### src/rtl/vga_timing_gen_pkg.sv
// vga_timing_gen_pkg: default 640x480@60 timing constants and sync polarity encodings
package vga_timing_gen_pkg;
  localparam int VGA_H_ACTIVE = 640;
  localparam int VGA_H_FP = 16;
  localparam int VGA_H_SYNC = 96;
  localparam int VGA_H_BP = 48;
  localparam int VGA_V_ACTIVE = 480;
  localparam int VGA_V_FP = 10;
  localparam int VGA_V_SYNC = 2;
  localparam int VGA_V_BP = 33;
  typedef enum logic {POL_LOW = 1'b0, POL_HIGH = 1'b1} pol_e;
endpackage

### src/rtl/vga_wrap_counter.sv
// vga_wrap_counter: modulo-N counter with enable and a combinational wrap pulse
module vga_wrap_counter #(
  parameter int N = 800,
  parameter int W = 10
) (
  input  logic         Clock,
  input  logic         Reset,
  input  logic         i_en,
  output logic [W-1:0] o_count,
  output logic         o_wrap
);
  logic [W-1:0] r_count;
  assign o_count = r_count;
  assign o_wrap = i_en && (r_count == W'(N - 1));
  always_ff @(posedge Clock)
    if (!Reset) r_count <= '0;
    else if (i_en) r_count <= o_wrap ? '0 : r_count + W'(1);
endmodule

### src/rtl/vga_timing_gen.sv
// vga_timing_gen: VGA sync/coordinate generator; every output is registered one clock
// after the counter state it decodes, so decodes and pulses stay mutually aligned.
module vga_timing_gen
  import vga_timing_gen_pkg::*;
#(
  parameter int   H_ACTIVE = VGA_H_ACTIVE,
  parameter int   H_FP     = VGA_H_FP,
  parameter int   H_SYNC   = VGA_H_SYNC,
  parameter int   H_BP     = VGA_H_BP,
  parameter int   V_ACTIVE = VGA_V_ACTIVE,
  parameter int   V_FP     = VGA_V_FP,
  parameter int   V_SYNC   = VGA_V_SYNC,
  parameter int   V_BP     = VGA_V_BP,
  parameter pol_e H_POL    = POL_LOW,
  parameter pol_e V_POL    = POL_LOW,
  parameter int   CLK_DIV  = 2,
  parameter int   X_WIDTH  = 10,
  parameter int   Y_WIDTH  = 10
) (
  input  logic               Clock,
  input  logic               Reset,
  input  logic               iEnable,
  output logic [X_WIDTH-1:0] oVideoMemCol,
  output logic [Y_WIDTH-1:0] oVideoMemRow,
  output logic               oVGAHorizontalSync,
  output logic               oVGAVerticalSync,
  output logic               oDisplay,
  output logic               oPixelTick,
  output logic               oLineStart,
  output logic               oFrameStart,
  output logic [7:0]         oFrameCount
);
  localparam int H_TOTAL = H_ACTIVE + H_FP + H_SYNC + H_BP;
  localparam int V_TOTAL = V_ACTIVE + V_FP + V_SYNC + V_BP;
  localparam int PW = CLK_DIV > 1 ? $clog2(CLK_DIV) : 1;
  logic [PW-1:0] r_presc;
  logic [X_WIDTH-1:0] w_h;
  logic [Y_WIDTH-1:0] w_v;
  logic w_tick, w_adv, w_h_wrap, w_v_wrap, w_disp, w_hs, w_vs;
  assign w_tick = r_presc == PW'(CLK_DIV - 1);
  assign w_adv = w_tick && iEnable;
  always_ff @(posedge Clock)
    if (!Reset) r_presc <= '0;
    else r_presc <= w_tick ? '0 : r_presc + PW'(1);
  vga_wrap_counter #(.N(H_TOTAL), .W(X_WIDTH)) u_hcnt (
    .Clock(Clock), .Reset(Reset), .i_en(w_adv), .o_count(w_h), .o_wrap(w_h_wrap)
  );
  vga_wrap_counter #(.N(V_TOTAL), .W(Y_WIDTH)) u_vcnt (
    .Clock(Clock), .Reset(Reset), .i_en(w_h_wrap), .o_count(w_v), .o_wrap(w_v_wrap)
  );
  always_comb begin
    w_disp = (w_h < X_WIDTH'(H_ACTIVE)) && (w_v < Y_WIDTH'(V_ACTIVE));
    w_hs = (w_h >= X_WIDTH'(H_ACTIVE + H_FP)) && (w_h < X_WIDTH'(H_ACTIVE + H_FP + H_SYNC));
    w_vs = (w_v >= Y_WIDTH'(V_ACTIVE + V_FP)) && (w_v < Y_WIDTH'(V_ACTIVE + V_FP + V_SYNC));
  end
  always_ff @(posedge Clock)
    if (!Reset) begin
      oVideoMemCol <= '0;
      oVideoMemRow <= '0;
      oDisplay <= 1'b0;
      oVGAHorizontalSync <= ~logic'(H_POL);
      oVGAVerticalSync <= ~logic'(V_POL);
      oPixelTick <= 1'b0;
      oLineStart <= 1'b0;
      oFrameStart <= 1'b0;
      oFrameCount <= '0;
    end else begin
      oVideoMemCol <= w_disp ? w_h : '0;
      oVideoMemRow <= w_disp ? w_v : '0;
      oDisplay <= w_disp;
      oVGAHorizontalSync <= w_hs ? logic'(H_POL) : ~logic'(H_POL);
      oVGAVerticalSync <= w_vs ? logic'(V_POL) : ~logic'(V_POL);
      oPixelTick <= w_adv;
      oLineStart <= w_adv && (w_h == '0);
      oFrameStart <= w_adv && (w_h == '0) && (w_v == '0);
      if (w_v_wrap) oFrameCount <= oFrameCount + 8'd1;
    end
endmodule

### config.mk
export PLATFORM = sky130hd
export DESIGN_NAME = vga_timing_gen
export DESIGN_NICKNAME = d
export VERILOG_FILES = /design/src/rtl/vga_timing_gen_pkg.sv /design/src/rtl/vga_wrap_counter.sv /design/src/rtl/vga_timing_gen.sv
export SDC_FILE = /design/constraint.sdc
export NUM_CORES = 1
export LEC_CHECK = 0
export CAP_MARGIN = 20
export CORE_UTILIZATION = 54
export CTS_BUF_LIST = sky130_fd_sc_hd__clkbuf_4
export DETAILED_ROUTE_END_ITERATION = 10
export PLACE_DENSITY = 0.9
export REMOVE_ABC_BUFFERS = 1
export SETUP_SLACK_MARGIN = 0.3
export SLEW_MARGIN = 0
export SYNTH_ARGS = -nofsm -noshare
export SYNTH_HDL_FRONTEND = slang
export SYNTH_SLANG_ARGS = --single-unit
### constraint.sdc
create_clock -name Clock -period 2.4 [get_ports Clock]
set_input_delay 0.6 -clock Clock [delete_from_list [all_inputs] [get_ports Clock]]
set_output_delay 0.6 -clock Clock [all_outputs]
set_load 0.03 [all_outputs]
==> results.py <==
metrics = {
    "detailed_routing": {
        "drt-total-wl_mm": 5.17,
        "vias_per_cell": 5.88,
        "vias": 2033,
        "drt-wirelength-per-cell_um": 14.9,
        "dr.pass1.iters": 5,
        "ant_nets": 0,
        "drcViolationCount": 0,
        "drtIter0Drc": 177,
    },
    "logic_synthesis": {
        "ys_seq_area_share_pct": 49.9,
        "avgSynthCellArea_um2": 9.00,
        "synth_mux_area_share_pct": 0,
        "synth_common_cells": "dfxtp_1, a21oi_1, nand2_1, and2_1, or4_1",
        "synth_area_leaders": "dfxtp_1, or4_1, a21oi_1",
        "synth_seq_cells": 55,
        "synth-main-ff-cell": "dfxtp_1",
        "synth_area_um2": 2210,
        "synth-xor-area-share_pct": 2.78,
        "synthAdderAreaFrac_pct": 2.84,
        "synthCells": 245,
        "synth_top_family_by_area": "simple AND/OR/NAND/NOR gates",
        "synth_most_common_cell": "dfxtp_1",
        "async_flop_share_pct": 0,
        "synth_area_leader_cell": "dfxtp_1",
        "synth_edf_count": 0,
        "synth_top_area_share_pct": 49.9,
        "ys_types": 35,
        "synth-compound-area-share_pct": 11.6,
        "ys_warn_count": 0,
        "synth-simple-area-share_pct": 28.1,
    },
    "final_layout": {
        "area_growth_pct": 29.9,
        "fin_area_um2": 2870,
        "fin_nets": 306,
        "drive_above_1_share_pct": 15.4,
        "diodes": 0,
    },
    "timing": {
        "setup_tns_ns": 0,
        "hold_violations": 0,
        "whs_ns": 0.505,
        "fin_crit_ns": 2.09,
        "setup_viol": 0,
        "period_share_pct": 87.0,
        "fmax_ghz": 0.479,
        "clock_skew_ns": 0.0207,
        "rsz0062_at_grt": "yes",
        "slew_viol_final": 0,
    },
    "run": {
        "cap_violations": 0,
    },
    "floorplan": {
        "coreArea_um2": 3800,
        "row_count": 22,
        "chipWidth_um": 65.9,
        "die_area_um2": 4340,
        "dieHeight_um": 65.9,
        "initial_utilization_pct": 58.1,
        "num_io_pins": 37,
    },
    "cts": {
        "root_buffer": "clkbuf_4",
        "cts_sinks": 55,
        "clk_pin_slew_ns": 0.16,
        "cts_made_buffers": 5,
        "clock_path_buffers": 2,
        "cts_tree": "built",
        "cts_hold_buf": 0,
        "cts_max_level": 2,
        "clk_latency_ns": 0.40,
    },
    "power": {
        "cellLeakagePower_nw": 1.06,
        "ir_drop_mv": 0.663,
        "totalPowerFinal_mw": 1.48,
        "power.density_nw_per_um2": 517,
    },
    "setup_path": {
        "required_ns": 2.73,
        "endpoint_kind": "flip-flop",
        "ff2ff_path_depth": 5,
        "worstSetupPathType": "reg -> reg",
        "rrSetupSlack_ns": 0.31,
        "crit_path_start_kind": "flip-flop",
        "crit_arrival_ns": 2.42,
        "cp_max_fo": 6,
    },
    "grt": {
        "grt-ovfl-total": 0,
        "grt_max_degree": 29,
        "grt_pass1_wl_mm": 8.17,
        "grt_use_total_pct": 25.0,
        "grt_pass1_vias": 1800,
        "antenna_found_initial": 0,
    },
    "placement": {
        "dpl.hpwl_mm": 3.28,
        "gp_congestion": 0.847,
        "port_buffers": 36,
        "placed_area_um2": 2700,
    },
    "worst_hold_path": {
        "whs_path_depth": 1,
        "hp-class": "reg -> reg",
    },
    "status": {
        "outcome": "finished clean",
    },
}
==> cell usage in the layout, fill, tap and decap left out, types with 2 or more instances in the layout <==
master and n:
nor3_1 10, nand3_1 11, nand2_1 16, or4_4 2, o31ai_1 9, xnor2_1 6, and2_1 14, and3_1 2
clkbuf_4 5, nor4_1 10, dlygate4sd2_1 5, dlymetal6s2s_1 3, buf_4 23, ha_1 4, inv_1 10, o21a_1 3
clkdlybuf4s50_1 28, dfxtp_1 46, nand4_1 11, nor2_1 12, or4_1 12, a21oi_1 18, or3_1 4, o21ai_0 6
dfxtp_2 8
==> worst max-delay path: stages, from the launching register on <==
cell,delay [ns]
dfxtp_2,0.35
or3_4,0.41
or4_4,0.45
buf_6,0.15
or4_1,0.50
a21oi_1,0.15
==> timing repair <==
action,in CTS,in global routing
gates cloned,1,0
pin swaps,3,2
resized for setup,11,13
buffers inserted,5,1
setup endpoints to repair,17,14
==> power by group <==
part           total [mW]  internal [mW]  switching, mW
logic              0.0526         0.0194         0.0332
registers           0.926          0.920        0.00571
clock network       0.504          0.214          0.290
==> layout make-up <==
cell class / count / area [um2]
Tap cell: 48 / 60.1
Clock buffer: 5 / 37.5
Inverter: 10 / 37.5
Sequential cell: 55 / 1110
Timing Repair Buffer: 61 / 551
Multi-Input combinational cell: 165 / 1030
Fill cell: 259 / 933
Clock inverter: 2 / 37.5
==> cell families after synthesis <==
family / after synthesis
other cells: 1
xor+xnor: 7
simple gates: 110
flops: 55
fa+ha+maj: 5
buf+inv: 25
compound gates: 42
==> registers in the layout, summed over array words and instances (netlist names) <==
signal,count
oDisplay,1
oFrameCount,8
oFrameStart,1
oLineStart,1
oPixelTick,1
oVGAHorizontalSync,1
oVGAVerticalSync,1
oVideoMemCol,10
oVideoMemRow,10
r_presc,1
u_hcnt.o_count,10
u_vcnt.o_count,10
==> routing by layer <==
metal	global-route usage (%)	wire length (um)	vias to the layer above
met5	0	0	-
met4	13.0	149	0
met3	7.07	448	16
met2	39.2	2450	106
met1	31.1	2120	925
li1	-	-	986
==> path summary, 6_finish.rpt <==
kind	to	from
min	oVideoMemCol[3]	u_hcnt.o_count[3]
max	oFrameCount[7]	u_hcnt.o_count[6]
max reg2reg	oFrameCount[7]	u_hcnt.o_count[6]
min reg2reg	oVideoMemCol[3]	u_hcnt.o_count[3]
==> through the flow <==
step / setup slack [ns] / cells / utilization, %
final: 0.312 / 346 / 75.4
after global routing: 0.270 / 346 / 75.4
after CTS: 0.309 / 345 / 74.2
after detailed placement: -0.316 / 332 / 71.0
after global placement: -0.279 / 332 / 71.0
after floorplan: 0.187 / 230 / -
Note: power is estimated with default switching activity, not from simulation.
